## config.mk

```make
export PLATFORM = sky130hd
export DESIGN_NAME = maq_mh_flat
export DESIGN_NICKNAME = d
export VERILOG_FILES = /design/src/rtl/maq_mh_if.sv /design/src/rtl/maq_mh.sv /design/src/flat_wrapper.sv
export SDC_FILE = /design/constraint.sdc
export NUM_CORES = 1
export LEC_CHECK = 0
export ABC_AREA = 1
export CORE_ASPECT_RATIO = 0.8
export CORE_MARGIN = 3
export CORE_UTILIZATION = 25
export DETAILED_ROUTE_END_ITERATION = 12
export PLACE_DENSITY = 0.58
export SLEW_MARGIN = 10
export SYNTH_ARGS = -nofsm -noshare
export SYNTH_HDL_FRONTEND = slang
export SYNTH_SLANG_ARGS = --single-unit
```

## constraint.sdc

```tcl
create_clock -name maqmh_clock -period 1.9 [get_ports maqmh_clock]
set_input_delay 0.38 -clock maqmh_clock [delete_from_list [all_inputs] [get_ports maqmh_clock]]
set_output_delay 0.38 -clock maqmh_clock [all_outputs]
set_load 0.05 [all_outputs]
```

## src/rtl/maq_mh_if.sv

```systemverilog
// maq_mh_if: control inputs and time outputs of the minutes/hours stage.
//   master: drives enable, incrementaminuto, ajuste, btn_min, btn_hora; reads the time digits,
//           pm, incrementadia and modo_ajuste.
//   slave : the timekeeping stage itself (opposite directions).
interface maq_mh_if;
    logic       maqmh_enable;
    logic       maqmh_incrementaminuto;
    logic       maqmh_ajuste;
    logic       maqmh_btn_min;
    logic       maqmh_btn_hora;
    logic [3:0] maqmh_min_lsd;
    logic [2:0] maqmh_min_msd;
    logic [3:0] maqmh_hora_lsd;
    logic [1:0] maqmh_hora_msd;
    logic       maqmh_pm;
    logic       maqmh_incrementadia;
    logic       maqmh_modo_ajuste;
    modport master (
        output maqmh_enable, maqmh_incrementaminuto, maqmh_ajuste, maqmh_btn_min, maqmh_btn_hora,
        input  maqmh_min_lsd, maqmh_min_msd, maqmh_hora_lsd, maqmh_hora_msd,
               maqmh_pm, maqmh_incrementadia, maqmh_modo_ajuste
    );
    modport slave (
        input  maqmh_enable, maqmh_incrementaminuto, maqmh_ajuste, maqmh_btn_min, maqmh_btn_hora,
        output maqmh_min_lsd, maqmh_min_msd, maqmh_hora_lsd, maqmh_hora_msd,
               maqmh_pm, maqmh_incrementadia, maqmh_modo_ajuste
    );
endinterface

```

## src/rtl/maq_mh.sv

```systemverilog
// maq_mh: BCD minutes/hours counter fed by the seconds-stage minute carry, with button time-set mode.
//   maqmh_clock : system clock, rising edge
//   maqmh_reset : synchronous active-high reset
//   maqmh_bus   : maq_mh_if.slave -- enable, minute carry, ajuste, buttons in; digits, pm,
//                 day-carry pulse and set-mode flag out
module maq_mh #(
    parameter bit FORMATO_24H = 1'b1
) (
    input  logic    maqmh_clock,
    input  logic    maqmh_reset,
    maq_mh_if.slave maqmh_bus
);
    typedef enum logic {CONTANDO = 1'b0, AJUSTE = 1'b1} estado_t;
    estado_t    estado;
    logic [3:0] min_lsd, hora_lsd, min_lsd_nx, hora_lsd_nx;
    logic [2:0] min_msd, min_msd_nx;
    logic [1:0] hora_msd, hora_msd_nx;
    logic       pm, incrementadia;
    logic       prev_inc, prev_btn_min, prev_btn_hora;
    logic       ev_inc, ev_btn_min, ev_btn_hora;
    logic       min_wrap, hora_wrap, hora_onze, min_step, hora_step, dia_step;
    always_comb begin
        // previous registers are held high across reset, so a level already high is not an edge
        ev_inc      = maqmh_bus.maqmh_enable & maqmh_bus.maqmh_incrementaminuto & ~prev_inc;
        ev_btn_min  = maqmh_bus.maqmh_enable & maqmh_bus.maqmh_btn_min & ~prev_btn_min;
        ev_btn_hora = maqmh_bus.maqmh_enable & maqmh_bus.maqmh_btn_hora & ~prev_btn_hora;
        min_wrap    = (min_msd == 3'd5) && (min_lsd == 4'd9);
        min_lsd_nx  = (min_lsd == 4'd9) ? 4'd0 : min_lsd + 4'd1;
        min_msd_nx  = min_wrap ? 3'd0 : (min_lsd == 4'd9) ? min_msd + 3'd1 : min_msd;
        hora_onze   = (hora_msd == 2'd1) && (hora_lsd == 4'd1);
        // 24h wraps 23 -> 00, 12h wraps 12 -> 01
        hora_wrap   = FORMATO_24H ? (hora_msd == 2'd2) && (hora_lsd == 4'd3)
                                  : (hora_msd == 2'd1) && (hora_lsd == 4'd2);
        hora_lsd_nx = hora_wrap ? (FORMATO_24H ? 4'd0 : 4'd1) : (hora_lsd == 4'd9) ? 4'd0 : hora_lsd + 4'd1;
        hora_msd_nx = hora_wrap ? 2'd0 : (hora_lsd == 4'd9) ? hora_msd + 2'd1 : hora_msd;
        min_step    = (estado == CONTANDO) ? ev_inc : ev_btn_min;
        hora_step   = (estado == CONTANDO) ? ev_inc & min_wrap : ev_btn_hora;
        // end of day: 23:59 in 24h, 11:59 PM in 12h
        dia_step    = (estado == CONTANDO) & ev_inc & min_wrap & (FORMATO_24H ? hora_wrap : hora_onze & pm);
    end
    always_ff @(posedge maqmh_clock) begin
        if (maqmh_reset) begin
            estado        <= CONTANDO;
            min_lsd       <= 4'd0;
            min_msd       <= 3'd0;
            hora_lsd      <= FORMATO_24H ? 4'd0 : 4'd2;
            hora_msd      <= FORMATO_24H ? 2'd0 : 2'd1;
            pm            <= 1'b0;
            incrementadia <= 1'b0;
            prev_inc      <= 1'b1;
            prev_btn_min  <= 1'b1;
            prev_btn_hora <= 1'b1;
        end else begin
            estado        <= maqmh_bus.maqmh_ajuste ? AJUSTE : CONTANDO;
            incrementadia <= dia_step;
            prev_inc      <= maqmh_bus.maqmh_incrementaminuto;
            prev_btn_min  <= maqmh_bus.maqmh_btn_min;
            prev_btn_hora <= maqmh_bus.maqmh_btn_hora;
            if (min_step) begin
                min_lsd <= min_lsd_nx;
                min_msd <= min_msd_nx;
            end
            if (hora_step) begin
                hora_lsd <= hora_lsd_nx;
                hora_msd <= hora_msd_nx;
                if (!FORMATO_24H && hora_onze) pm <= ~pm;
            end
        end
    end
    assign maqmh_bus.maqmh_min_lsd       = min_lsd;
    assign maqmh_bus.maqmh_min_msd       = min_msd;
    assign maqmh_bus.maqmh_hora_lsd      = hora_lsd;
    assign maqmh_bus.maqmh_hora_msd      = hora_msd;
    assign maqmh_bus.maqmh_pm            = FORMATO_24H ? 1'b0 : pm;
    assign maqmh_bus.maqmh_incrementadia = incrementadia;
    assign maqmh_bus.maqmh_modo_ajuste   = (estado == AJUSTE);
endmodule

```

## src/flat_wrapper.sv

```systemverilog
// flat-port wrapper written by rule: the top's interface ports become plain ports
module maq_mh_flat 
#(
    parameter bit FORMATO_24H = 1'b1
)
  (maqmh_clock, maqmh_reset, maqmh_bus_maqmh_enable, maqmh_bus_maqmh_incrementaminuto, maqmh_bus_maqmh_ajuste, maqmh_bus_maqmh_btn_min, maqmh_bus_maqmh_btn_hora, maqmh_bus_maqmh_min_lsd, maqmh_bus_maqmh_min_msd, maqmh_bus_maqmh_hora_lsd, maqmh_bus_maqmh_hora_msd, maqmh_bus_maqmh_pm, maqmh_bus_maqmh_incrementadia, maqmh_bus_maqmh_modo_ajuste);
  maq_mh_if maqmh_bus_i ();
  input  logic maqmh_clock;
  input  logic maqmh_reset;
  input wire logic [$bits(maqmh_bus_i.maqmh_enable)-1:0] maqmh_bus_maqmh_enable;
  input wire logic [$bits(maqmh_bus_i.maqmh_incrementaminuto)-1:0] maqmh_bus_maqmh_incrementaminuto;
  input wire logic [$bits(maqmh_bus_i.maqmh_ajuste)-1:0] maqmh_bus_maqmh_ajuste;
  input wire logic [$bits(maqmh_bus_i.maqmh_btn_min)-1:0] maqmh_bus_maqmh_btn_min;
  input wire logic [$bits(maqmh_bus_i.maqmh_btn_hora)-1:0] maqmh_bus_maqmh_btn_hora;
  output wire logic [$bits(maqmh_bus_i.maqmh_min_lsd)-1:0] maqmh_bus_maqmh_min_lsd;
  output wire logic [$bits(maqmh_bus_i.maqmh_min_msd)-1:0] maqmh_bus_maqmh_min_msd;
  output wire logic [$bits(maqmh_bus_i.maqmh_hora_lsd)-1:0] maqmh_bus_maqmh_hora_lsd;
  output wire logic [$bits(maqmh_bus_i.maqmh_hora_msd)-1:0] maqmh_bus_maqmh_hora_msd;
  output wire logic [$bits(maqmh_bus_i.maqmh_pm)-1:0] maqmh_bus_maqmh_pm;
  output wire logic [$bits(maqmh_bus_i.maqmh_incrementadia)-1:0] maqmh_bus_maqmh_incrementadia;
  output wire logic [$bits(maqmh_bus_i.maqmh_modo_ajuste)-1:0] maqmh_bus_maqmh_modo_ajuste;
  assign maqmh_bus_i.maqmh_enable = maqmh_bus_maqmh_enable;
  assign maqmh_bus_i.maqmh_incrementaminuto = maqmh_bus_maqmh_incrementaminuto;
  assign maqmh_bus_i.maqmh_ajuste = maqmh_bus_maqmh_ajuste;
  assign maqmh_bus_i.maqmh_btn_min = maqmh_bus_maqmh_btn_min;
  assign maqmh_bus_i.maqmh_btn_hora = maqmh_bus_maqmh_btn_hora;
  assign maqmh_bus_maqmh_min_lsd = maqmh_bus_i.maqmh_min_lsd;
  assign maqmh_bus_maqmh_min_msd = maqmh_bus_i.maqmh_min_msd;
  assign maqmh_bus_maqmh_hora_lsd = maqmh_bus_i.maqmh_hora_lsd;
  assign maqmh_bus_maqmh_hora_msd = maqmh_bus_i.maqmh_hora_msd;
  assign maqmh_bus_maqmh_pm = maqmh_bus_i.maqmh_pm;
  assign maqmh_bus_maqmh_incrementadia = maqmh_bus_i.maqmh_incrementadia;
  assign maqmh_bus_maqmh_modo_ajuste = maqmh_bus_i.maqmh_modo_ajuste;
  maq_mh #(.FORMATO_24H(FORMATO_24H)) u_core (.maqmh_clock(maqmh_clock), .maqmh_reset(maqmh_reset), .maqmh_bus(maqmh_bus_i));
endmodule
```

==> metrics.txt, run 1 <==
vias in the first global route=809; clock group share of total power=41.4%; # setup viols final=0; share of layout cells above drive strength 1=17.6%; I/O Pins=23; multiplexer share of the synthesized area=0%; Die W=73.6 um; Synth Area in Adders=5.47%; WL met1=992 um; FILL cells=366; via count=847; GP Congestion=0.752; CP Capture Type=output port; final hold violations=0; first-pass GRT wire length=3.53 mm; CP Cell Sequence=clkdlybuf4s50_1; Synth Area in Compound Gates=8.21%; Yosys warnings=0; power density cells=630 nW/um^2; outcome=finished, final reports clean; Clock Latency Late Sink=0.25 ns; Core ar.=3290 sq um; initial antenna violation count=0; CTS max path bufs=2; Routed WL per cell=10.3 um; grt ovf=0; Synth Cell Area=915 sq um; clk slew on worst S/H paths=0.07 ns; dpl hpwl=1.54 mm; FF+latch count, synth=18; vias per cell=4.39; Port Buf Inserts=21; Top Layer Used=met4; Post-Synthesis Net Count=139; worst hold path type=reg -> reg; crit-path max cell delay=0.79 ns; Max-Cap Viols=0; CTS tree=built; average size of a mapped cell=7.15 sq um; most common cell after layout, fill and taps aside=nand2_1; Peak VDD IR=0.212 mV; CP max-delay cell=clkdlybuf4s50_1; Cells after Synth=128; Gate power share=7.3%; Setup TNS=0 ns; Met3 Wirelength=123 um; WP data required=1.52 ns; largest family of logic cells by synthesized area=simple AND/OR/NAND/NOR gates; reported net switching power=0.165 mW; Crit path arrival time=1.35 ns; sw frac=21.9%; placed insts=189; Antenna Violating Nets Remaining=0; DRC viols=0; total iterations of the first detailed-routing run=4; type of origin of the critical path=flop; Layout area overhead=31.1%; Initial Util=27.8%; DR WL met2=858 um; die area=4420 sq um; Root Buffer=clkbuf_8; Seq/Total Area, Yosys=39.4%; maximum fanout along the worst path=1; DRT Wirelength=1.98 mm; clk_skew=0.00285 ns; final std cells w/o fill=193; LEAKAGE=0.555 nW; RSZ-0062 raised after global routing=no; row count=18; maximum clock frequency=0.578 GHz; WS Path Type=reg -> out; Resize count post-CTS=0; Reg power frac=51.3%; XOR/XNOR Fraction of Synth Area=3.83%; Hold Buf Count CTS=0; Worst Path Buf+Inv=1; clk sink count=18; CTS Buf Count=3; gr usage total=10.2%; diodes inserted=0; Yosys cell types=20; Top delay family on crit path=buffers and inverters; internal power=0.590 mW; Final #Nets=165; CTS HTree Levels=1; largest net degree at the start of global routing=11; Die Span Y=60.1 um; fin crit share=91.0%; final period demand of the worst path=1.73 ns; DRT iter0 DRCs=27; post-synthesis simple-gate area fraction=33.7%; commonest cells after routing, fill and taps aside=nand2_1 (23), inv_1 (18), nor2_1 (18), dfxtp_1 (18), buf_4 (16); Slew Limit Fails=0; post-CTS setup buffer count=0
worst paths after layout:
check / from / end / slack (ns) / cells past startpoint
worst max-delay path: u_core.maqmh_bus.maqmh_incrementadia / maqmh_bus_maqmh_incrementadia / 0.17 / 1
worst min-delay path: u_core.maqmh_bus.maqmh_min_lsd[2] / u_core.maqmh_bus.maqmh_min_lsd[2] / 0.50 / 2
worst max register to register: u_core.maqmh_bus.maqmh_hora_lsd[0] / u_core.maqmh_bus.maqmh_hora_msd[0] / 0.48 / 8
worst min register to register: u_core.maqmh_bus.maqmh_min_lsd[2] / u_core.maqmh_bus.maqmh_min_lsd[2] / 0.50 / 2
power groups by stage:
stage	sequential [mW]	combinational [mW]	clock [mW]
2_1_floorplan	0.403	0.0242	0
3_3_place_gp	0.396	0.0544	0
3_5_place_dp	0.396	0.0556	0
4_1_cts	0.387	0.0558	0.321
5_1_grt	0.388	0.0609	0.332
6_report	0.387	0.0552	0.312
tightest hold or removal path: stages, from the launching register on:
cell     delay (ns)
dfxtp_1        0.31
inv_1          0.08
a21oi_1        0.07
cell families after synthesis:
group,count (synthesis)
AND/OR/NAND/NOR,65
buffers and inverters,21
flip-flops,18
AO/OA/AOI/OAI,15
XOR/XNOR,4
adder cells (fa/ha/maj),4
other,1
cell type report:
cell class              count  area (sq um)  share of cell area, %
multi-input cells          89           472                   39.4
flip-flops and latches     18           360                   30.1
repair buffers             23           190                   15.9
inverters                  19          71.3                   5.95
clock buffers               4          55.1                   4.59
well taps                  40          50.0                   4.18
layer usage:
layer	up-vias	GRT usage, %
li1	455	-
met1	374	13.5
met5	-	0
met4	0	1.55
met3	2	4.03
met2	16	15.9
cells in the mapped netlist:
cell type / instances / area (sq um)
a21oi_1: 12 / 60.1
buf_4: 1 / 7.51
clkbuf_1: 1 / 3.75
conb_1: 1 / 3.75
dfxtp_1: 18 / 360
ha_1: 4 / 50.1
inv_1: 18 / 67.6
inv_2: 1 / 3.75
nand2_1: 23 / 86.3
nand2_2: 1 / 6.26
nand2_4: 1 / 11.3
nand3_1: 12 / 60.1
nand3_4: 1 / 17.5
nand4_1: 4 / 25.0
nor2_1: 18 / 67.6
nor2_4: 1 / 11.3
nor3_1: 2 / 10.0
o21ai_0: 3 / 15.0
or2_2: 2 / 12.5
xor2_1: 4 / 35.0
flip-flops by register name (all words and copies together) (netlist names):
name and flops:
u_core.maqmh_bus.maqmh_min_lsd 4, u_core.prev_inc 1, u_core.maqmh_bus.maqmh_hora_msd 2, u_core.prev_btn_hora 1
u_core.maqmh_bus.maqmh_incrementadia 1, u_core.maqmh_bus.maqmh_min_msd 3, u_core.maqmh_bus.maqmh_hora_lsd 4, u_core.prev_btn_min 1
u_core.maqmh_bus.maqmh_modo_ajuste 1
through the flow:
stage	worst slack (ns)	util [%]	hold WS, ns	total power, mW	cell area (sq um)
after floorplan	0.246	-	0.476	0.427	915
after global placement	0.212	34.8	0.492	0.450	1140
after detailed placement	0.177	34.8	0.490	0.451	1140
after CTS	0.158	36.5	0.500	0.764	1200
after global routing	0.136	36.5	0.543	0.781	1200
final	0.171	36.5	0.496	0.755	1200
Power figures use the tool's default switching activity.
==> run 2: changes to the inputs <==
==> constraint.sdc (replaced) <==
create_clock -name maqmh_clock -period 1.6 [get_ports maqmh_clock]
set_input_delay 0.32 -clock maqmh_clock [delete_from_list [all_inputs] [get_ports maqmh_clock]]
set_output_delay 0.32 -clock maqmh_clock [all_outputs]
set_load 0.05 [all_outputs]
==> run 2 against run 1 <==
Net effect:
- sequential share of layout area down 3.8 points
- hold slack worse by 0.00099 ns
- clock skew down 0.00089 ns
==> metrics.txt, run 2 (synthesis results as in run 1) <==
crit-path max cell delay=0.41 ns (-0.38 ns); final hold violations=0 (unchanged); CTS Buf Count=3 (unchanged); Clock Latency Late Sink=0.25 ns (about the same); dpl hpwl=1.56 mm (+1.7%); Antenna Violating Nets Remaining=0 (unchanged); power density cells=650 nW/um^2 (+3.3%); CP max-delay cell=dfxtp_2; Reg area=363 sq um (+0.69%); Core ar.=3290 sq um (unchanged); Max-Cap Viols=0 (unchanged); Crit path arrival time=1.56 ns (+0.21 ns); die area=4420 sq um (unchanged); pre-CTS WS=-0.0353 ns (-0.213 ns); post-placement cell area=1320 sq um (+16%); Final #Nets=169 (+2.4%); via count=875 (+3.3%); CTS tree=built; maximum clock frequency=0.709 GHz; Initial Util=27.8% (unchanged); LEAKAGE=0.613 nW (+10%); DRT iter0 DRCs=28 (+3.7%); total iterations of the first detailed-routing run=4 (unchanged); Routed WL per cell=9.76 um (-4.8%); outcome=finished, final reports clean; DRT Wirelength=1.92 mm (-2.8%); vias per cell=4.44 (+1.2%); Root Buffer=clkbuf_8; worst hold path type=reg -> reg; fin crit share=88.1%; Final WS setup=0.190 ns (+0.0192 ns); grt ovf=0 (unchanged); CP Cell Sequence=ha_1 > inv_1 > nor2_1 > nand3_1 > nand2_2 > nand3_1 > nand2_1 > nor2_1; vias in the first global route=769 (-4.9%); FILL cells=341 (-6.8%); final hold slack=0.495 ns (-0.000988 ns); Peak VDD IR=0.304 mV (+43%); # setup viols final=0 (unchanged); Layout area overhead=51.0%; Die Span Y=60.1 um (unchanged); placed insts=193 (+2.1%); DRC viols=0 (unchanged); final period demand of the worst path=1.41 ns; type of origin of the critical path=flop; first-pass GRT wire length=3.30 mm (-6.6%); row count=18 (unchanged); largest net degree at the start of global routing=11 (unchanged); gr usage total=9.50% (-0.70 points); final core occ=42.0% (+5.6 points); clk_skew=0.00197 ns (-0.000887 ns); CTS max path bufs=2 (unchanged); WP data required=1.75 ns (+0.23 ns); I/O Pins=23 (unchanged); fin area=1380 sq um (+15%); share of layout cells above drive strength 1=22.3% (+4.6 points); clk slew on worst S/H paths=0.07 ns (about the same); most common cell after layout, fill and taps aside=nand2_1; diodes inserted=0 (unchanged); GP Congestion=0.882 (+17%); CP Capture Type=flop; WS Path Type=reg -> reg; clk sink count=18 (unchanged); Slew Limit Fails=0 (unchanged); maximum fanout along the worst path=6 (+5); Hold Buf Count CTS=0 (unchanged); commonest cells after routing, fill and taps aside=nand2_1 (22), inv_1 (18), nor2_1 (18); CTS HTree Levels=1 (unchanged); Port Buf Inserts=21 (unchanged); Die W=73.6 um (unchanged); initial antenna violation count=0 (unchanged); RSZ-0062 raised after global routing=no; final std cells w/o fill=197 (+2.1%); multi-input logic area=474 sq um (+0.53%)
## run 2: cell types whose count changed in the layout (fill, tap and decap cells not counted), moves of 2 or more
cell,delta
buf_12,+12
buf_4,-7
dfxtp_1,-2
dfxtp_2,+2
## run 2: critical path, delay by kind of cell (launching register included)
kind          cells  cell delay (ns)
fa+ha+maj         1             0.22
buf+inv           1             0.05
flops             1             0.41
simple gates      6             0.63
## run 2: metrics by stage
stage / power [mW] / setup TNS (ns)
after floorplan: 0.508 / 0
final: 0.898 / 0
after CTS: 0.915 / 0
after global routing: 0.935 / 0
after detailed placement: 0.547 / -0.121
after global placement: 0.545 / -0.0238
## run 2: worst paths after layout
check                                      from                                  to  slack (ns)  cells past startpoint
min reg2reg   u_core.maqmh_bus.maqmh_min_lsd[2]   u_core.maqmh_bus.maqmh_min_lsd[2]        0.49                      2
max          u_core.maqmh_bus.maqmh_hora_lsd[0]  u_core.maqmh_bus.maqmh_hora_msd[0]        0.19                      8
max reg2reg  u_core.maqmh_bus.maqmh_hora_lsd[0]  u_core.maqmh_bus.maqmh_hora_msd[0]        0.19                      8
min           u_core.maqmh_bus.maqmh_min_lsd[2]   u_core.maqmh_bus.maqmh_min_lsd[2]        0.49                      2
## run 2: metal layers
| metal | share of wire (%) | GRT usage (%) | up-vias |
|---|---|---|---|
| met5 | 0 | 0 | - |
| met4 | 1.2 | 3.88 | 0 |
| met3 | 5.4 | 1.51 | 4 |
| met2 | 45 | 15.2 | 23 |
| met1 | 48 | 12.7 | 387 |
| li1 | - | - | 461 |
## run 2: area by class of cell
cell class                 count  area share (%)
timing repair buffer          27            26.6
inverter                      19            5.16
clock buffer                   4            3.99
sequential                    18            26.3
tap                           40            3.62
multi-input combinational     89            34.3
## run 2: repair_timing
action,CTS,global route
buffers inserted,0,0
endpoints found under the setup margin,0,2
gates resized for setup,0,1
## run 2: report_power, final
group / switching [mW] / internal (mW)
clock: 0.144 / 0.218
sequential: 0.00515 / 0.455
combinational: 0.0401 / 0.0358
==> run 3: changes to the inputs <==
--- a/config.mk
+++ b/config.mk
@@ -9,6 +9,7 @@
 export CORE_ASPECT_RATIO = 0.8
 export CORE_MARGIN = 3
 export CORE_UTILIZATION = 25
+export CTS_BUF_LIST = sky130_fd_sc_hd__clkbuf_8
 export DETAILED_ROUTE_END_ITERATION = 12
 export PLACE_DENSITY = 0.58
 export SLEW_MARGIN = 10
==> results of run 3 <==
Same layout as run 2: the final DEF is identical, and so are final timing and power.
